$ cat src/rtl/fabric_mem_store_port.sv
// fabric_mem_store_port: joins address/data streams into a request FIFO and issues one memory write plus one done token per store
module fabric_mem_store_port #(
  parameter int ELEM_WIDTH = 32,
  parameter int ADDR_WIDTH = 64,
  parameter int TAG_WIDTH = 0,
  parameter int MEM_AW = 10,
  parameter int FIFO_DEPTH = 4,
  localparam int ADDR_PW = ADDR_WIDTH + TAG_WIDTH,
  localparam int ELEM_PW = ELEM_WIDTH + TAG_WIDTH,
  localparam int DONE_PW = TAG_WIDTH > 0 ? TAG_WIDTH : 1,
  localparam int OCC_W = $clog2(FIFO_DEPTH + 1)
) (
  input  logic               clk,
  input  logic               rst_n,
  input  logic               in0_valid,
  output logic               in0_ready,
  input  logic [ADDR_PW-1:0] in0_data,
  input  logic               in1_valid,
  output logic               in1_ready,
  input  logic [ELEM_PW-1:0] in1_data,
  output logic               mem_wr_valid,
  input  logic               mem_wr_ready,
  output logic [MEM_AW-1:0]  mem_wr_addr,
  output logic [ELEM_WIDTH-1:0] mem_wr_data,
  output logic               done_valid,
  input  logic               done_ready,
  output logic [DONE_PW-1:0] done_data,
  output logic               err_valid,
  output logic [1:0]         err_code,
  output logic [OCC_W-1:0]   occupancy
);
  localparam int TW = TAG_WIDTH > 0 ? TAG_WIDTH : 1;
  localparam int PW = FIFO_DEPTH > 1 ? $clog2(FIFO_DEPTH) : 1;

  if (ELEM_WIDTH < 1 || ADDR_WIDTH < 1 || MEM_AW < 1 || MEM_AW > ADDR_WIDTH || FIFO_DEPTH < 1) begin : g_bad_params
    $fatal(1, "fabric_mem_store_port: illegal parameter combination");
  end

  typedef struct packed {
    logic [MEM_AW-1:0]     addr;
    logic [ELEM_WIDTH-1:0] data;
    logic [TW-1:0]         tag;
    logic                  mis;
    logic                  rng;
  } entry_t;

  typedef enum logic [1:0] {IDLE, ISSUE, RESP} state_t;

  logic [TW-1:0] a_tag, d_tag;

  if (TAG_WIDTH > 0) begin : g_tag
    assign a_tag = in0_data[ADDR_PW-1 -: TAG_WIDTH];
    assign d_tag = in1_data[ELEM_PW-1 -: TAG_WIDTH];
  end else begin : g_notag
    assign a_tag = '0;
    assign d_tag = '0;
  end

  entry_t mem_q [FIFO_DEPTH];
  entry_t mem_d [FIFO_DEPTH];
  entry_t in_e, head;
  logic [PW-1:0] wr_q, wr_d, rd_q, rd_d;
  logic [OCC_W-1:0] cnt_q, cnt_d;
  state_t st_q, st_d;
  logic err_q, err_d;
  logic [1:0] code_q, code_d;
  logic push, pop, full, flagged;

  assign head = mem_q[rd_q];
  assign flagged = head.mis | head.rng;
  assign full = cnt_q == OCC_W'(FIFO_DEPTH);
  // Ready is gated by rst_n so nothing is taken while reset is held
  assign in0_ready = rst_n && in0_valid && in1_valid && !full;
  assign in1_ready = in0_ready;
  assign push = in0_ready;
  assign mem_wr_valid = st_q == ISSUE && !flagged;
  assign mem_wr_addr = mem_wr_valid ? head.addr : '0;
  assign mem_wr_data = mem_wr_valid ? head.data : '0;
  assign done_valid = st_q == RESP;
  assign done_data = done_valid ? head.tag : '0;
  assign pop = done_valid && done_ready;
  assign err_valid = err_q;
  assign err_code = code_q;
  assign occupancy = cnt_q;

  always_comb begin
    in_e.addr = in0_data[MEM_AW-1:0];
    in_e.data = in1_data[ELEM_WIDTH-1:0];
    in_e.tag = a_tag;
    in_e.mis = a_tag != d_tag;
    in_e.rng = (in0_data[ADDR_WIDTH-1:0] >> MEM_AW) != '0;
    mem_d = mem_q;
    if (push) mem_d[wr_q] = in_e;
    wr_d = push ? (wr_q == PW'(FIFO_DEPTH - 1) ? '0 : wr_q + PW'(1)) : wr_q;
    rd_d = pop ? (rd_q == PW'(FIFO_DEPTH - 1) ? '0 : rd_q + PW'(1)) : rd_q;
    cnt_d = cnt_q + OCC_W'(push) - OCC_W'(pop);
    err_d = err_q;
    code_d = code_q;
    if (st_q == ISSUE && flagged && !err_q) begin
      err_d = 1'b1;
      code_d = {head.mis, head.rng};
    end
  end

  // Next state looks at cnt_d so an accept reaches ISSUE on the very next cycle
  always_comb begin
    st_d = st_q;
    case (st_q)
      IDLE:    st_d = cnt_d != '0 ? ISSUE : IDLE;
      ISSUE:   st_d = flagged || mem_wr_ready ? RESP : ISSUE;
      RESP:    st_d = !pop ? RESP : cnt_d != '0 ? ISSUE : IDLE;
      default: st_d = IDLE;
    endcase
  end

  always_ff @(posedge clk) begin
    if (!rst_n) begin
      mem_q <= '{default: '0};
      wr_q <= '0;
      rd_q <= '0;
      cnt_q <= '0;
      st_q <= IDLE;
      err_q <= 1'b0;
      code_q <= '0;
    end else begin
      mem_q <= mem_d;
      wr_q <= wr_d;
      rd_q <= rd_d;
      cnt_q <= cnt_d;
      st_q <= st_d;
      err_q <= err_d;
      code_q <= code_d;
    end
  end
endmodule

$ cat config.mk
export PLATFORM = sky130hd
export DESIGN_NAME = fabric_mem_store_port
export DESIGN_NICKNAME = d
export VERILOG_FILES = /design/src/rtl/fabric_mem_store_port.sv
export SDC_FILE = /design/constraint.sdc
export NUM_CORES = 1
export LEC_CHECK = 0
export BUFFER_PORTS_ARGS = -buffer_cell sky130_fd_sc_hd__clkbuf_2
export CAP_MARGIN = 20
export CORE_ASPECT_RATIO = 0.75
export CORE_MARGIN = 8
export CORE_UTILIZATION = 40
export DETAILED_ROUTE_END_ITERATION = 8
export HOLD_SLACK_MARGIN = 0.08
export SKIP_CTS_REPAIR_TIMING = 1
export SLEW_MARGIN = 20
export SYNTH_ARGS = -nofsm -noshare
export SYNTH_HDL_FRONTEND = slang
export SYNTH_SLANG_ARGS = --single-unit
$ cat constraint.sdc
create_clock -name clk -period 4 [get_ports clk]
set_input_delay 0.8 -clock clk [delete_from_list [all_inputs] [get_ports clk]]
set_output_delay 0.8 -clock clk [all_outputs]
set_load 0.005 [all_outputs]
After elaboration in Yosys (flattened, before gate mapping)

Index checks and enable logic that the tools add are counted.
W data, S select, Z words.

Add/subtract/negate cells: 4
Multiply operators: 0
Divide/modulo/power cells: 0
$lt $le $gt $ge: 3
Equality and inequality tests: 5
Shift-type cells: 0
Multiplexer cells: 15
Bitwise gates (word level): 3
Reductions and logical operators: 15

Operator list:

| cell                  | count |
|---|---|
| $bwmux W180           | 1 |
| $mux W45              | 3 |
| $bmux W45 S2          | 1 |
| $demux W45 S2         | 1 |
| $reduce_bool A64 Y1   | 1 |
| $mux W32              | 1 |
| $mux W10              | 1 |
| $logic_and A1 B1 Y1   | 8 |
| $mux W2               | 4 |
| $eq A2 B2 Y1 const B  | 3 |
| $ge A3 B3 Y1 const B  | 2 |
| $not A2 Y3            | 2 |
| $pmux W2 S3           | 1 |
| $add A2 B1 Y2 const B | 2 |
| $add A3 B1 Y3         | 1 |
| $eq A3 B3 Y1 const B  | 1 |
| $logic_not A1 Y1      | 3 |
| $lt A3 B1 Y1 const B  | 1 |
| $reduce_bool A3 Y1    | 1 |
| $sub A3 B1 Y3         | 1 |
| $eq A2 B1 Y1 const B  | 1 |
| $logic_not A2 Y1      | 1 |
| $mux W1               | 2 |
| $logic_or A1 B1 Y1    | 1 |
| $or A1 B1 Y1          | 1 |

Register bits after elaboration: 192
Latch bits: 0
RAM bits: 0
Bits in read-only memories: 0
Input port bits: 102
Output and inout port bits: 53
Memories kept: 0

Longest topological paths before layout

Word-level depth: 9
Gate-level depth with buffers: 10
Gate-level depth less buffers: 10

Worst setup path after synthesis

Ideal clock, no wire load.

Kind: input-to-reg
Start point: input rst_n
End point: register st_q[0]
Library setup time: 0.128 ns
Arrival: 2.172 ns
Setup slack: 1.700 ns
Cell stages on the path: 8
Path through: nand3_1 > nor2_1 > ha_1 > fa_1 > xnor2_1 > xnor2_1 > o31ai_1 > o31ai_1

Word-level cells in the longest chain between the ends: 9

Ends and longest elaborated chain:

| element                            | line     | RTL |
|---|---|---|
| from (decl)                        | 14       | `input logic rst_n,` |
| $logic_and A1 B1 Y1 * (3 in a row) | 73       | `assign in0_ready = rst_n && in0_valid && in1_valid && !full;` |
| via in0_ready                      | 16       | `output logic in0_ready,` |
| $add A3 B1 Y3 *                    | 96       | `cnt_d = cnt_q + OCC_W'(push) - OCC_W'(pop);` |
| $sub A3 B1 Y3 *                    | 96       |  |
| $reduce_bool A3 Y1 *               | 109, 111 |  |
| $mux W1 *                          | 109, 111 |  |
| $mux W2                            | 111      | `RESP: st_d = !pop ? RESP : cnt_d != '0 ? ISSUE : IDLE;` |
| $pmux W2 S3 *                      | 108      | `case (st_q)` |
| to (signal assigned)               | 130      | `st_q <= st_d;` |
| to (decl)                          | 64       | `state_t st_q, st_d;` |

The timed path passes the listed nets; every way through them passes the cells marked *.
A chain may end at the register's enable or synchronous reset.

Final worst setup path

Start point: register rd_q[0]
End point: output mem_wr_data[17]

Word-level cells in the longest chain between the ends: 8

Ends and longest elaborated chain:

| element                                       | line | RTL |
|---|---|---|
| from (decl)                                   | 62   | `logic [PW-1:0] wr_q, wr_d, rd_q, rd_d;` |
| from (signal assigned)                        | 128  | `rd_q <= rd_d;` |
| $not A2 Y3 (not written as such) *            | 69   | `assign head = mem_q[rd_q];` |
| $bmux W45 S2 *                                | 69   |  |
| $mux W45 (not written as such) * (2 in a row) | 69   |  |
| $or A1 B1 Y1                                  | 70   | `assign flagged = head.mis \| head.rng;` |
| $logic_not A1 Y1                              | 76   | `assign mem_wr_valid = st_q == ISSUE && !flagged;` |
| $logic_and A1 B1 Y1                           | 76   |  |
| $mux W32 *                                    | 78   | `assign mem_wr_data = mem_wr_valid ? head.data : '0;` |
| to (decl)                                     | 24   | `output logic [ELEM_WIDTH-1:0] mem_wr_data,` |

Mark *: on every way between the ends. The rest lies on a longest branch, timed or not. The select of a mux whose other input is x is not followed.

==> results.yml <==
synth:
  synth_top_area_cell: "dfxtp_1"
  synth-seq-area-share_pct: 43.76
  synth.distinct_cells: 39
  synth-edff-count: 0
  synth_commonest_cells: "nand2_1 (346), dfxtp_1 (183), a21boi_0 (100), mux4_2 (43), o21ai_0 (42)"
  synthesis.area_sq_um: 8372
  async_reset_ff_share_pct: 0
  synth_cells: 938
  syn_avg_cell_area_sq_um: 8.925
  synth_top_area_share_pct: 43.76
  synth_seq_cells: 183
  ys_warn_count: 0
  ys.flop_type: "dfxtp_1"
  synth.area.top_cells: "dfxtp_1 (44%), nand2_1 (16%), mux4_2 (12%)"
  synth_most_common_cell: "nand2_1"
cells_and_area:
  diodes: 0
  stdcell_area_sq_um: 9731
  final_nets: 1152
  drive_gt1_share_pct: 23.79
  syn_to_final_growth_pct: 16.23
timing:
  setup_tns_ns: 0
  final.setup_skew_ns: 0.01204
  finalMaxSlewViolations: 0
  min_period_ns: 3.354
  rsz0062_at_grt: "false"
  fin_crit_sh_pct: 83.84
  fmax_mhz: 298.2
  worst_pin_slew_ns: 1.086
  slew_headroom_pct: 27.63
  finalHoldViolations: 0
  setup_viol: 0
power:
  power_density_nw_per_um2: 411.6
  swShare_pct: 24.69
  vdd_drop_max_mv: 0.2657
  leakage_nw: 3.445
  power_frac_seq_pct: 47.3
  intPower_mw: 3.016
  switchingPower_mw: 0.9889
  power.share.combinational_pct: 10.0
  p_clk_share_pct: 42.7
setup_path:
  crit_family: "simple AND/OR/NAND/NOR gates"
  slowest_stage: "dfxtp_2"
  cp.arrival_ns: 2.55
  cp_max_fo: 43
  critical_path.cell_chain: "mux4_2 > nand2b_4 > nor2b_1 > clkbuf_2"
  cp-start-kind: "flop"
  path_class: "reg2out"
  crit_required_ns: 3.20
  critPathMaxStageDelay_ns: 0.64
  cp_num_buf_inv: 1
  crit_path_end_kind: "output pin"
cts:
  clock_path_buffers: 2
  h-tree-depth: 4
  cts_tree: "done"
  clock_sinks: 183
  cts_made_buffers: 17
  root_buffer: "clkbuf_16"
  path_clk_slew_ns: 0.07
  clk_latency_ns: 0.43
die:
  initial_core_util_pct: 40.18
  dieArea_sq_um: 25860
  io-pin-count: 155
  die_h_um: 141.3
  die_w_um: 183.1
  rows: 46
  design.core.area_sq_um: 20840
detailed_routing:
  routed_wl_um: 21660
  drtPass1Iterations: 5
  vias: 6635
  drcViolationCount: 0
  avgRoutedWirePerCell_um: 16.13
  ant_nets: 0
  viasPerCell: 4.940
  dr.first_iter.drc_count: 428
global_route:
  grt_use_total_pct: 17.13
  grt_pass1_wl_um: 35490
  grt_max_degree: 97
  grt_pass1_vias: 6582
  antenna_found_initial: 0
  grt.overflow.total: 0
place:
  routabilityCongestion: 0.7717
  place_area_sq_um: 9124
  dpl.hpwl_um: 13260
  port_buffers: 152
job:
  cap_violations: 0
min_path:
  holdCritPathClass: "reg2reg"
status:
  status: "completed"
## worst reg2reg max path, stage by stage (launching register included)
cell and delay, ns:
dfxtp_1 0.39, nor3b_1 0.56, nor2_1 0.25, ha_1 0.27, fa_1 0.38, xnor2_1 0.15
xnor2_1 0.14, o31ai_1 0.22, o31ai_1 0.10
## final timing paths
kind	startpoint	endpoint	slack [ns]	cells after the start
setup / recovery	rd_q[0]	mem_wr_data[17]	0.65	4
hold / removal	mem_q[39]	mem_q[39]	0.45	2
setup reg to reg	occupancy[2]	st_q[0]	1.42	8
hold reg to reg	mem_q[39]	mem_q[39]	0.45	2
## metrics by stage
| step | cells | setup WS (ns) | hold WS (ns) | total power, mW | utilization (%) |
|---|---|---|---|---|---|
| final | 1343 | 0.6464 | 0.4483 | 4.005 | 46.70 |
| after global placement | 1312 | 1.109 | 0.4337 | 2.334 | 43.79 |
| after CTS | 1343 | 0.5948 | 0.4524 | 4.039 | 46.68 |
| after global routing | 1343 | 0.4703 | 0.4699 | 4.167 | 46.70 |
| after detailed placement | 1312 | 1.057 | 0.4431 | 2.338 | 43.79 |
| after floorplan | 939 | 1.700 | 0.4252 | 2.202 | - |
## cell usage in the layout, fill, tap and decap left out, types with 4 or more instances in the layout
cell type | Yosys | layout
a21boi_0 | 100 | 100
a21boi_1 | 30 | 30
a21oi_1 | 6 | 6
buf_4 | 3 | 8
clkbuf_16 | 0 | 17
clkbuf_2 | 1 | 151
clkbuf_8 | 0 | 4
dfxtp_1 | 183 | 181
ha_1 | 6 | 6
inv_1 | 6 | 6
mux4_2 | 43 | 43
nand2_1 | 346 | 346
nor2_1 | 5 | 5
nor2b_1 | 36 | 36
nor2b_2 | 8 | 8
nor4_1 | 14 | 14
o21ai_0 | 42 | 42
o21ai_1 | 6 | 6
## metal layers
metal	track usage (%)	vias to the layer above	part of all wire (%)
li1	-	3350	-
met1	23.10	3146	47
met2	27.48	124	47
met3	4.190	15	5.2
met4	3.757	0	0.78
met5	0	-	0
## flip-flops by register name (all words and copies together), names as in the netlist
register   count
wr_q           2
err_valid      1
err_code       1
occupancy      3
mem_q        172
rd_q           2
st_q           2
## cell families after synthesis
| group | synth area share, % |
|---|---|
| fa+ha+maj | 1.136 |
| compound gates | 15.26 |
| other cells | 0.04479 |
| buf+inv | 5.560 |
| flops | 43.76 |
| simple gates | 22.46 |
| mux | 11.57 |
| xor+xnor | 0.2093 |
## power groups by stage
stage	combinational [mW]	sequential (mW)	clock, mW
6_report	0.399	1.89	1.71
5_1_grt	0.444	1.90	1.82
4_1_cts	0.404	1.89	1.74
3_5_place_dp	0.403	1.93	0
3_3_place_gp	0.400	1.93	0
2_1_floorplan	0.280	1.92	0
## area by class of cell
class / count / area [sq um]
tap: 288 / 360.3
fill: 2046 / 11100
timing repair buffer: 159 / 815.8
clock buffer: 22 / 484.2
clock inverter: 9 / 117.6
multi-input combinational: 676 / 4262
inverter: 6 / 22.52
sequential: 183 / 3669
Note: power is estimated with default switching activity, not from simulation.
